[src/rtl/sum_seq_ctrl.sv]
// sum_seq_ctrl: sequences one addition through a shared external adder and
// scans the captured {CO,S} onto a two-digit multiplexed 7-segment display.
module sum_seq_ctrl #(
    parameter int SETTLE_CYC  = 2,
    parameter int REFRESH_DIV = 4
) (
    input  logic       clk,
    input  logic       rst_n,
    input  logic       start,
    input  logic [2:0] A,
    input  logic [2:0] B,
    input  logic       CI,
    output logic [2:0] add_a,
    output logic [2:0] add_b,
    output logic       add_ci,
    input  logic [2:0] add_s,
    input  logic       add_co,
    output logic       busy,
    output logic       done,
    output logic [2:0] S,
    output logic       CO,
    output logic [1:0] an,
    output logic [6:0] SSeg
);
    typedef enum logic [1:0] {IDLE, SETTLE, DONE} state_t;

    localparam logic [3:0]  SETTLE_LAST = 4'(SETTLE_CYC - 1);
    localparam logic [15:0] SCAN_LAST   = 16'(REFRESH_DIV - 1);

    state_t      state_q, state_d;
    logic [3:0]  cnt_q, cnt_d;
    logic [2:0]  add_a_q, add_a_d, add_b_q, add_b_d, s_q, s_d;
    logic        add_ci_q, add_ci_d, co_q, co_d;
    logic        busy_q, busy_d, done_q, done_d;
    logic [15:0] scan_q, scan_d;
    logic        sel_q, sel_d;
    logic [1:0]  an_q, an_d;
    logic [6:0]  sseg_q, sseg_d;

    function automatic logic [6:0] seg7(input logic [2:0] v);
        case (v)
            3'd0:    seg7 = 7'h3F;
            3'd1:    seg7 = 7'h06;
            3'd2:    seg7 = 7'h5B;
            3'd3:    seg7 = 7'h4F;
            3'd4:    seg7 = 7'h66;
            3'd5:    seg7 = 7'h6D;
            3'd6:    seg7 = 7'h7D;
            default: seg7 = 7'h07;
        endcase
    endfunction

    always_comb begin
        state_d  = state_q;
        cnt_d    = cnt_q;
        add_a_d  = add_a_q;
        add_b_d  = add_b_q;
        add_ci_d = add_ci_q;
        s_d      = s_q;
        co_d     = co_q;
        case (state_q)
            IDLE: if (start) begin
                add_a_d  = A;
                add_b_d  = B;
                add_ci_d = CI;
                cnt_d    = 4'd0;
                state_d  = SETTLE;
            end
            SETTLE: begin
                cnt_d = cnt_q + 4'd1;
                if (cnt_q == SETTLE_LAST) begin
                    s_d     = add_s;
                    co_d    = add_co;
                    state_d = DONE;
                end
            end
            default: state_d = IDLE;
        endcase
        busy_d = state_d == SETTLE;
        done_d = state_d == DONE;
        scan_d = (scan_q == SCAN_LAST) ? 16'd0 : scan_q + 16'd1;
        sel_d  = sel_q ^ (scan_q == SCAN_LAST);
        // display registers use next-state values so they track S/CO from the capture edge
        an_d   = sel_d ? 2'b01 : 2'b10;
        sseg_d = seg7(sel_d ? {2'b00, co_d} : s_d);
    end

    always_ff @(posedge clk or negedge rst_n) begin
        if (!rst_n) begin
            state_q  <= IDLE;
            cnt_q    <= '0;
            add_a_q  <= '0;
            add_b_q  <= '0;
            add_ci_q <= 1'b0;
            s_q      <= '0;
            co_q     <= 1'b0;
            busy_q   <= 1'b0;
            done_q   <= 1'b0;
            scan_q   <= '0;
            sel_q    <= 1'b0;
            an_q     <= 2'b10;
            sseg_q   <= 7'h3F;
        end else begin
            state_q  <= state_d;
            cnt_q    <= cnt_d;
            add_a_q  <= add_a_d;
            add_b_q  <= add_b_d;
            add_ci_q <= add_ci_d;
            s_q      <= s_d;
            co_q     <= co_d;
            busy_q   <= busy_d;
            done_q   <= done_d;
            scan_q   <= scan_d;
            sel_q    <= sel_d;
            an_q     <= an_d;
            sseg_q   <= sseg_d;
        end
    end

    assign add_a  = add_a_q;
    assign add_b  = add_b_q;
    assign add_ci = add_ci_q;
    assign busy   = busy_q;
    assign done   = done_q;
    assign S      = s_q;
    assign CO     = co_q;
    assign an     = an_q;
    assign SSeg   = sseg_q;
endmodule

[config.mk]
export PLATFORM = sky130hd
export DESIGN_NAME = sum_seq_ctrl
export DESIGN_NICKNAME = d
export VERILOG_FILES = /design/src/rtl/sum_seq_ctrl.sv
export SDC_FILE = /design/constraint.sdc
export NUM_CORES = 1
export LEC_CHECK = 0
export ABC_AREA = 1
export CORE_AREA = 2 2 94 51
export DETAILED_ROUTE_END_ITERATION = 8
export DIE_AREA = 0 0 96 53
export GPL_TIMING_DRIVEN = 0
export PLACE_DENSITY = 0.77
export SETUP_SLACK_MARGIN = 0.2
export SYNTH_ARGS = -nofsm -noshare
export SYNTH_HDL_FRONTEND = slang
export SYNTH_SLANG_ARGS = --single-unit
[constraint.sdc]
create_clock -name clk -period 1.8 [get_ports clk]
set_input_delay 0.18 -clock clk [delete_from_list [all_inputs] [get_ports clk]]
set_output_delay 0.18 -clock clk [all_outputs]
set_load 0.02 [all_outputs]
* Word-level counts from Yosys, hierarchy flattened
Cells that the tools add are included.
** Cells by class
- $add $sub $neg :: 2
- Bitwise logic cells :: 1
- Multipliers :: 0
- Order comparisons :: 0
- Shift operators :: 0
- Reduce and logical (&&, ||, !) cells :: 5
- Equality and inequality tests :: 12
- Mux-type cells :: 13
- Divide/modulo/power cells :: 0
** Operator list (number)
- case mux 7 bit (7 select lines) :: 1
- adder 16 x 1 -> 16 bit, second input constant :: 1
- == test 16 x 2 -> 1 bit, second input constant :: 1
- two-way mux 16 bit :: 1
- == test 3 bit, second input constant :: 3
- two-way mux 3 bit :: 3
- case mux 4 bit (2 select lines) :: 1
- == test 3 x 2 -> 1 bit, second input constant :: 2
- two-way mux 2 bit :: 3
- adder 4 x 1 -> 4 bit, second input constant :: 1
- == test 2 x 1 -> 1 bit, second input constant :: 2
- == test 4 x 1 -> 1 bit, second input constant :: 1
- two-way mux 4 bit :: 1
- case mux 2 bit (2 select lines) :: 1
- AND reduction 2 bit :: 2
- == test 3 x 1 -> 1 bit, second input constant :: 1
- zero test 3 bit :: 1
- == test 2 bit, second input constant :: 1
- zero test 2 bit :: 1
- two-way mux 1 bit :: 2
- != test 2 bit, second input constant :: 1
- nonzero test 2 bit :: 1
- XOR 1 bit :: 1
** Word-level totals
- RAM bits :: 0
- Register bits :: 45
- Output and inout bits :: 22
- Bits of input ports :: 14
- Word-level logic and storage cells :: 46
- Memories :: 0
- Bits in latches :: 0
- Bits in read-only memories :: 0

* Logic depth before layout (Yosys ltp)
Gate-level depths: netlist of the first run.
- Depth in word-level cells :: 6
- Gate-level depth with buffers :: 11
- Mapped depth without buffers :: 11

* Worst setup path before layout of the first run
No wires, ideal clock.
- Kind :: flip-flop to flip-flop
- Start point :: reg cnt_q[1]
- End point :: reg sseg_q[0], in the netlist SSeg[0]
- Library setup time :: 0.078 ns
- Arrival time :: 1.414 ns
- Period minus slack after synthesis :: 1.492 ns
- Buffers on the path :: 0
- Data required time :: 1.722 ns
- Path slack :: 0.308 ns
- Cell stages (with the launch flop) :: 9
- Cell sequence :: dfrtp_1 inv_1 ha_1 nand3_4 o21ai_4 nand3b_1 nand3_1 nor2_2 nand2_1
** On the way
- Cells in the longest elaborated chain, start to end :: 6
- Elaborated cells between the ends (all ways) :: 14
- Those cells by class :: eq/ne (7); mux (6); reduce/logical (1)
** RTL lines
- start, declared :: RTL line 31 : logic [3:0] cnt_q, cnt_d;
- start signal, assigned :: RTL line 105 : cnt_q <= cnt_d;
- == test 4 x 1 -> 1 bit (*) :: RTL line 71 : if (cnt_q == SETTLE_LAST) begin
- two-way mux 3 bit (*) :: RTL line 71
- two-way mux 3 bit (*) :: RTL line 61 : case (state_q)
- named net s_d[2] :: RTL line 32 : logic [2:0] add_a_q, add_a_d, add_b_q, add_b_d, s_q, s_d;
- two-way mux 3 bit (*) :: RTL line 85 : sseg_d = seg7(sel_d ? {2'b00, co_d} : s_d);
- == test 3 bit (tied with other cells) :: RTL line 41 : case (v)
- case mux 7 bit (7 select lines) (*) :: RTL line 41
- named net sseg_d[0] :: RTL line 38 : logic [6:0] sseg_q, sseg_d;
- end signal, assigned :: RTL line 116 : sseg_q <= sseg_d;
- end, declared :: RTL line 38
The timed path passes the listed nets; every way through them passes the cells marked *.
A chain may end at the register's enable or synchronous reset.

* Worst setup path in the final report of the first run
- Start point :: reg scan_q[6]
- End point :: reg sseg_q[3], in the netlist SSeg[3]
** On the way
- Cells in the longest elaborated chain, start to end :: 5
- Elaborated cells between the ends (all ways) :: 11
- Those cells by class :: eq/ne (7); mux (2); bitwise (1); reduce/logical (1)
** RTL lines
- start, declared :: RTL line 35 : logic [15:0] scan_q, scan_d;
- start signal, assigned :: RTL line 113 : scan_q <= scan_d;
- == test 16 x 2 -> 1 bit (*) :: RTL line 82 : sel_d = sel_q ^ (scan_q == SCAN_LAST);
- XOR 1 bit (*) :: RTL line 82
- two-way mux 3 bit (*) :: RTL line 85
- == test 3 bit (tied with other cells) :: RTL line 41
- case mux 7 bit (7 select lines) (*) :: RTL line 41
- named net sseg_d[3] :: RTL line 38
Marks and branches as above.

==> results of run 1 <==
[layer usage]
metal / track usage [%] / routed length (um) / up-vias / share of wire (%)
li1: - / - / 808 / -
met1: 29.9 / 2340 / 754 / 51
met2: 27.7 / 1980 / 48 / 43
met3: 4.84 / 262 / 2 / 5.7
met4: 4.29 / 4 / 0 / 0.087
met5: 0 / 0 / - / 0
[flip-flops by register name, indices dropped and copies added, names as in the netlist]
register / flops
cnt_q: 4
done: 1
S: 3
scan_q: 16
state_q: 2
SSeg: 7
busy: 1
add_a: 3
add_ci: 1
CO: 1
add_b: 3
an: 2
[worst max path at each step]
stage | to | cells after the start
after floorplan | SSeg[0]$_DFF_PN1_ | 8
after global placement | an[0]$_DFF_PN0_ | 1
after detailed placement | SSeg[3]$_DFF_PN1_ | 9
after CTS | SSeg[1] | 1
after global routing | scan_q[12]$_DFF_PN0_ | 8
final | SSeg[3]$_DFF_PN1_ | 11
[timing repair]
item,in CTS,in global routing
setup buffers,3,14
hold endpoints to repair,37,0
pin swaps,5,18
gates resized for setup,9,27
setup endpoints to repair,13,13
hold buffers,1,0
[Yosys cell counts]
library cell / count
dfrtp_1: 37
inv_1: 33
nand2_1: 24
nor2_1: 18
nand3_1: 11
nand2_2: 10
xor2_1: 9
nor2_2: 8
dfstp_2: 7
mux2_2: 7
nand4_1: 7
nand2_4: 5
o21ai_0: 5
a21oi_1: 3
ha_1: 3
nor2_4: 3
a31oi_1: 2
inv_2: 2
nand3_2: 2
nand3_4: 2
nor3_1: 2
nor4_1: 2
o21ai_4: 2
o22ai_1: 2
buf_2: 1
buf_4: 1
nand2_8: 1
nand3b_1: 1
nor2_8: 1
nor3_2: 1
nor3b_1: 1
nor4_2: 1
o21ai_1: 1
xnor2_1: 1
[metrics by stage]
stage               setup WS (ns)  utilization [%]  hold WS, ns
CTS                         0.200             65.8        0.216
floorplan                   0.308                -       -0.116
detailed placement          0.143             61.7       0.0103
global route                0.122             70.0        0.258
finish                      0.222             70.0        0.237
global placement           -0.633             61.3        0.454
[power by group through the flow]
stage	sequential (mW)	clock, mW	combinational, mW
2_1_floorplan	1.77	0	1.08
3_3_place_gp	1.49	0	2.01
3_5_place_dp	1.50	0	2.06
4_1_cts	1.48	0.825	2.07
5_1_grt	1.52	0.886	2.48
6_report	1.48	0.807	2.27
[kinds of logic (layout without fill, tap and decap cells)]
logic type      after synthesis  count (layout)  synth area share (%)
compound gates               15              15                  4.72
xor+xnor                     10              10                  4.03
fa+ha+maj                     3               3                  1.73
buf+inv                      37              99                  6.62
flops                        44              44                  51.0
mux                           7               7                  3.63
simple gates                100             100                  28.3
[cell type report]
class | instances | area, um^2 | share of cell area [%]
sequential | 44 | 1120 | 37.7
multi-input combinational | 135 | 1010 | 34.1
timing repair buffer | 54 | 502 | 16.9
inverter | 35 | 131 | 4.43
clock buffer | 6 | 82.6 | 2.79
tap | 57 | 71.3 | 2.41
clock inverter | 2 | 38.8 | 1.31
buffer | 2 | 12.5 | 0.422
==> results.toml, run 1 <==
[critical_path]
worstPathRequired_ns = 2.04
criticalPathCategory = "reg2reg"
rr_worst_depth = 11
critical_path.top_delay_family = "simple AND/OR/NAND/NOR gates"
endpoint_kind = "flop"
worstPathCellList = "nor2_4 -> nand2_1 -> nor2_4 -> nand2_2 -> nand2_4 -> nand2_8 -> o21ai_4 -> nand2_2 -> nor2_2 -> nor2_2 -> inv_1"
worstPathArrival_ns = 1.82
r2r_start = "scan_q[6]$_DFF_PN0_"
crit_fanout = 7
r2r-end = "SSeg[3]$_DFF_PN1_"
critical_path.startpoint_type = "flop"
slowest_delay_ns = 0.46
reg2reg_slack_ns = 0.22
crit_buf_inv = 1
slowest_stage = "dfrtp_2"
crit_start = "scan_q[6]$_DFF_PN0_"

[layout]
nets = 294
diodes = 0
drive_gt1_share_pct = 36.0
stdcell_count = 335
final_common_cell = "dfrtp_1"
area_growth_pct = 36.3
fillers = 315
layout_common_cells = "dfrtp_1, inv_1, clkdlybuf4s50_1, nand2_1, buf_4"
fin_area_um2 = 2960

[global_routing]
grt_max_degree = 41
grt_pass1_wl_um = 7240
antenna_found_initial = 0
gr-usage-all-layers_pct = 19.5
grt_pass1_vias = 1461
overflow = 0

[floorplan]
dieHeight_um = 53
io_pins = 36
row_count = 17
start_util_pct = 51.4
core_area_um2 = 4230
dieWidth_um = 96
die-area_um2 = 5090

[sta]
rsz0062_at_grt = "true"
fin_crit_sh_pct = 87.7
drv_slew = 0
hold_viol = 0
tightest_slew_ns = 0.261
skew_ns = 0.00294
setup_viol = 0
min_period_ns = 1.58
fmax_mhz = 634
max_slew_margin_pct = 82.4
finalSetupTns_ns = 0

[power]
swShare_pct = 39.6
pwr-share-clk_pct = 17.7
power_switching_mw = 1.81
ir_worst_vdd_v = 0.00101
power-per-cell-area_nw_per_um2 = 1540
intPower_mw = 2.75
p_leak_nw = 1.43
combPwrFrac_pct = 49.7
p_total_mw = 4.56
seq_power_share_pct = 32.6

[synth]
yosysTopAreaCellShare_pct = 42.6
synth_nets = 233
synth.avg_cell_area_um2 = 10.1
ys_seq_area_share_pct = 51.0
ys_warn_count = 0
synth-seq-cells = 44
synth_area_um2 = 2170
syn_inst = 216
synth.area.top_cells = "dfrtp_1, dfstp_2, inv_1"
ys_types = 34
synth_top_area_cell = "dfrtp_1"

[clock_tree]
clk_pin_slew_ns = 0.09
cts_root_buf = "clkbuf_8"
cts.sinks = 44
ctsHtreeMaxLevel = 2
cts_tree = "yes"
cts_buffers = 5
cts.path.max_buffers = 2
clk_latency_ns = 0.30

[placed_design]
dpl.hpwl_um = 3010
dpl_cell_area_um2 = 2610
gp_congestion = 0.890
io_buffers = 35
placed_cells = 309

[route]
dr.first_iter.drc_count = 105
via_per_inst = 4.81
drc = 0
route.antenna.remaining_nets = 0
dr.pass1.iters = 4
wl_per_cell_um = 13.7
vias = 1612
wl_um = 4580

[worst_hold_path]
hold_path.class = "in2async"

[job]
maxCapViolCount = 0

[status]
status = "finished, final reports clean"
(Power assumes the default switching activity.)
==> inputs of run 2 (changes only) <==
--- a/config.mk
+++ b/config.mk
@@ -6,11 +6,10 @@
 export NUM_CORES = 1
 export LEC_CHECK = 0
 export ABC_AREA = 1
-export CORE_AREA = 2 2 94 51
+export CORE_AREA = 2 2 124 66
 export DETAILED_ROUTE_END_ITERATION = 8
-export DIE_AREA = 0 0 96 53
+export DIE_AREA = 0 0 126 68
 export GPL_TIMING_DRIVEN = 0
-export PLACE_DENSITY = 0.77
 export SETUP_SLACK_MARGIN = 0.2
 export SYNTH_ARGS = -nofsm -noshare
 export SYNTH_HDL_FRONTEND = slang
==> run 2 against run 1 <==
  * Sequential share of layout area down 0.90 points
  * Critical path type is now reg2out
  * Worst hold slack gained 0.13 ns
  * Highest routed layer unchanged
  * Clock power increased by 35%
==> results.toml, run 2 (synthesis results as in run 1) <==
[status]
status = "finished, final reports clean"

[clock_tree]
clk_latency_ns = 0.29
cts_root_buf = "clkbuf_16"
cts.sinks = 44
clk_pin_slew_ns = 0.06
ctsHtreeMaxLevel = 2
cts_tree = "yes"
cts_buffers = 5
cts.path.max_buffers = 2

[route]
route.antenna.remaining_nets = 0
drc = 0
dr.first_iter.drc_count = 117
wl_per_cell_um = 12.2
via_per_inst = 4.24
vias = 1576
dr.pass1.iters = 4
wl_um = 4530

[critical_path]
r2r_start = "cnt_q[1]$_DFFE_PN0P_"
rr_worst_depth = 11
slowest_stage = "clkdlybuf4s50_1"
worstPathArrival_ns = 1.39
worstPathRequired_ns = 1.62
criticalPathCategory = "reg2out"
crit_fanout = 1
worstPathCellList = "clkdlybuf4s50_1"
crit_buf_inv = 1
reg2reg_slack_ns = 0.23
crit_start = "SSeg[0]$_DFF_PN1_"
slowest_delay_ns = 0.59
r2r-end = "SSeg[0]$_DFF_PN1_"
critical_path.startpoint_type = "flop"
endpoint_kind = "primary output"
critical_path.top_delay_family = "buffers and inverters"

[placed_design]
gp_congestion = 0.846
io_buffers = 35
dpl_cell_area_um2 = 2670
dpl.hpwl_um = 3300
placed_cells = 352
pre_cts_ws_ns = 0.125

[global_routing]
grt_max_degree = 28
grt_pass1_vias = 1523
antenna_found_initial = 0
grt_pass1_wl_um = 7470
overflow = 0
gr-usage-all-layers_pct = 11.2

[sta]
min_period_ns = 1.57
fmax_mhz = 638
max_slew_margin_pct = 71.0
fin_crit_sh_pct = 87.1
drv_slew = 0
tightest_slew_ns = 0.436
rsz0062_at_grt = "true"
setup_ws_ns = 0.232
skew_ns = 0.00540
setup_viol = 0
hold_viol = 0

[worst_hold_path]
hold_path.class = "in2async"

[power]
swShare_pct = 37.8
p_leak_nw = 1.42
p_total_mw = 4.85
ir_worst_vdd_v = 0.000613
combPwrFrac_pct = 46.8
seq_power_share_pct = 30.8
intPower_mw = 3.02
power-per-cell-area_nw_per_um2 = 1600
power_switching_mw = 1.83
pwr-share-clk_pct = 22.4

[layout]
fillers = 755
top_register = "scan_q"
stdcell_count = 372
diodes = 0
final_common_cell = "dfrtp_1"
fin_util_pct = 39.9
nets = 288
fin_area_um2 = 3030
drive_gt1_share_pct = 33.5
layout_common_cells = "dfrtp_1, inv_1, clkdlybuf4s50_1, nand2_1, nor2_1"
area_growth_pct = 39.5
largest_register_ffs = 16

[floorplan]
core_area_um2 = 7600
die-area_um2 = 8570
io_pins = 36
start_util_pct = 28.6
row_count = 23
dieWidth_um = 126
dieHeight_um = 68

[job]
maxCapViolCount = 0
run 2: changes by cell type in the layout (fill, tap and decap cells not counted), sizes merged:
cell / delta
buf: -6
dlygate4sd2: -3
dlymetal6s2s: +3
run 2: layer usage:
metal,global-route usage [%],up-vias,part of all wire (%)
met1,16.1,741,52
met3,3.91,8,4.4
met2,15.7,28,42
met4,3.71,0,1.5
met5,0,-,0
li1,-,799,-
run 2: worst max-delay path by stage:
| stage | endpoint | slack [ns] | cells past startpoint |
|---|---|---|---|
| after CTS | SSeg[2] | 0.20 | 1 |
| after global placement | scan_q[9]$_DFF_PN0_ | -0.70 | 1 |
| after global routing | scan_q[12]$_DFF_PN0_ | 0.12 | 9 |
| after detailed placement | SSeg[0]$_DFF_PN1_ | 0.12 | 8 |
| after floorplan | SSeg[0]$_DFF_PN1_ | 0.31 | 8 |
| final | SSeg[0] | 0.23 | 1 |
run 2: worst reg2reg max path: stages (launching register included):
cell,delay [ns]
dfrtp_1,0.40
inv_2,0.08
ha_4,0.17
nand2_4,0.08
nor2_8,0.14
nand2_2,0.08
nand2_4,0.12
nor2_2,0.06
nand3_2,0.08
nand3_2,0.11
nor2_4,0.12
nand2_1,0.05
run 2: timing repair:
item	in CTS	in global routing
endpoints found under the hold margin	17	0
pin swaps	5	11
endpoints found under the setup margin	8	15
resized for setup	7	24
setup buffers	2	9
hold buffers	1	0
run 2: layout make-up:
cell class	instances	area [um^2]	area share, %
buffer	2	12.5	0.413
inverter	35	131	4.33
clock inverter	2	38.8	1.28
timing repair buffer	48	468	15.4
multi-input combinational	135	1000	33.1
clock buffer	6	139	4.58
sequential	44	1110	36.8
tap	100	125	4.13
run 2: power groups by stage:
stage	clock network (mW)	registers (mW)	logic (mW)
after floorplan	0	1.77	1.08
after global placement	0	1.50	1.99
after detailed placement	0	1.51	2.03
after CTS	1.12	1.50	2.07
after global routing	1.16	1.53	2.45
final	1.09	1.49	2.27
run 2: metrics by stage:
stage                     hold WS [ns]  TNS [ns]
after global placement           0.448    -27.26
after floorplan                 -0.116         0
after CTS                        0.386         0
after global routing             0.402         0
after detailed placement         0.150         0
final                            0.364         0
==> inputs of run 3 (changes only) <==
==> constraint.sdc (replaced) <==
create_clock -name clk -period 1.9 [get_ports clk]
set_input_delay 0.19 -clock clk [delete_from_list [all_inputs] [get_ports clk]]
set_output_delay 0.19 -clock clk [all_outputs]
set_load 0.02 [all_outputs]
==> run 3 against run 2 <==
  * Count of clock-buffer cells in the layout did not move
  * Die area did not move
  * Design area fell by 2.7%
  * Routed wire length fell by 0.66%
  * Via count rose by 1.1%
  * Sequential cell count did not move
  * Critical path type unchanged
  * Highest routed layer unchanged
==> results.toml, run 3 (synthesis results as in run 1) <==
[status]
status = "finished, final reports clean"

[route]
wl_per_cell_um = 12.3
drc = 0
dr.pass1.iters = 4
dr.first_iter.drc_count = 86
vias = 1594
wl_um = 4500
via_per_inst = 4.34
route.antenna.remaining_nets = 0

[critical_path]
critical_path.startpoint_type = "flop"
r2r-end = "scan_q[12]$_DFF_PN0_"
crit_fanout = 1
crit_buf_inv = 1
worstPathArrival_ns = 1.42
slowest_stage = "clkdlybuf4s50_1"
critical_path.top_delay_family = "buffers and inverters"
worst-path-stages = 1
criticalPathCategory = "reg2out"
r2r_start = "scan_q[1]$_DFF_PN0_"
slowest_delay_ns = 0.61
worstPathRequired_ns = 1.71
rr_worst_depth = 8
endpoint_kind = "primary output"
worstPathCellList = "clkdlybuf4s50_1"
reg2reg_slack_ns = 0.31

[layout]
fillers = 755
fin_area_um2 = 2950
drive_gt1_share_pct = 30.0
diodes = 0
fin_util_pct = 38.8
layout_common_cells = "dfrtp_1, clkdlybuf4s50_1, inv_1, nand2_1, nor2_1"
area_growth_pct = 35.7
largest_register_ffs = 16
top_register = "scan_q"
nets = 283
stdcell_count = 367
final_common_cell = "dfrtp_1"

[sta]
hold_viol = 0
min_period_ns = 1.61
setup_ws_ns = 0.290
max_slew_margin_pct = 71.3
fin_crit_sh_pct = 84.7
rsz0062_at_grt = "true"
skew_ns = 0.00440
fmax_mhz = 621
setup_viol = 0
finalSetupTns_ns = 0
drv_slew = 0
tightest_slew_ns = 0.431

[global_routing]
grt_pass1_vias = 1516
overflow = 0
antenna_found_initial = 0
grt_pass1_wl_um = 7430
grt_max_degree = 28
gr-usage-all-layers_pct = 11.2

[clock_tree]
cts.sinks = 44
cts_root_buf = "clkbuf_16"
clk_pin_slew_ns = 0.06
ctsHtreeMaxLevel = 2
cts_tree = "yes"
cts_buffers = 5
cts.path.max_buffers = 2
clk_latency_ns = 0.29

[floorplan]
die-area_um2 = 8570
row_count = 23
core_area_um2 = 7600
dieHeight_um = 68
dieWidth_um = 126
io_pins = 36
start_util_pct = 28.6

[job]
maxCapViolCount = 0

[placed_design]
io_buffers = 35
dpl_cell_area_um2 = 2670
gp_congestion = 0.846
placed_cells = 352
dpl.hpwl_um = 3300
pre_cts_ws_ns = 0.225

[power]
p_leak_nw = 1.36
power-per-cell-area_nw_per_um2 = 1520
seq_power_share_pct = 31.6
ir_worst_vdd_v = 0.000592
swShare_pct = 37.3
combPwrFrac_pct = 45.4
power_switching_mw = 1.67
intPower_mw = 2.82
pwr-share-clk_pct = 22.9

[worst_hold_path]
hold_path.class = "in2async"
## run 3: metrics by stage
step	hold slack [ns]	power [mW]
after floorplan	-0.106	2.69
after global placement	0.448	3.31
after detailed placement	0.160	3.35
after CTS	0.396	4.41
after global routing	0.413	4.77
final	0.371	4.49
## run 3: worst max-delay path by stage
| stage | start | slack, ns | end |
|---|---|---|---|
| 6_report | SSeg[1]$_DFF_PN1_ | 0.29 | SSeg[1] |
| 5_1_grt | scan_q[1]$_DFF_PN0_ | 0.17 | scan_q[12]$_DFF_PN0_ |
| 2_1_floorplan | cnt_q[1]$_DFFE_PN0P_ | 0.41 | SSeg[0]$_DFF_PN1_ |
| 3_5_place_dp | cnt_q[1]$_DFFE_PN0P_ | 0.22 | SSeg[0]$_DFF_PN1_ |
| 3_3_place_gp | rst_n | -0.61 | scan_q[9]$_DFF_PN0_ |
| 4_1_cts | cnt_q[1]$_DFFE_PN0P_ | 0.21 | SSeg[0]$_DFF_PN1_ |
## run 3: final cells by class
cell class / instances / area, um^2 / area share [%]
sequential: 44 / 1110 / 37.7
timing repair buffer: 43 / 420 / 14.2
clock buffer: 6 / 139 / 4.71
multi-input combinational: 135 / 971 / 32.9
buffer: 2 / 12.5 / 0.424
tap: 100 / 125 / 4.24
clock inverter: 2 / 38.8 / 1.31
inverter: 35 / 131 / 4.45
## run 3: power groups by stage
stage / Sequential (mW) / Clock [mW] / Combinational, mW
2_1_floorplan: 1.67 / 0 / 1.02
3_3_place_gp: 1.42 / 0 / 1.88
3_5_place_dp: 1.43 / 0 / 1.92
4_1_cts: 1.41 / 1.06 / 1.94
5_1_grt: 1.46 / 1.10 / 2.21
6_report: 1.42 / 1.03 / 2.04
## run 3: worst reg2reg max path: stages, from the launching register on
cell and delay, ns:
dfrtp_1 0.41, ha_4 0.19, nand2_4 0.06, nor2_4 0.14, nand4_1 0.15, nor2_2 0.16, nand4_1 0.15, o22ai_1 0.18
inv_1 0.05
## run 3: timing repair
item,CTS,global route
setup endpoints to repair,0,8
hold buffers,1,0
hold endpoints to repair,17,0
buffers inserted,0,6
gates resized for setup,0,14
## run 3: routing by layer
metal	vias to the layer above	routed length (um)	GRT usage (%)
li1	789	-	-
met2	44	1830	15.7
met4	0	99	3.71
met1	743	2340	16.0
met3	18	230	3.91
met5	-	0	0
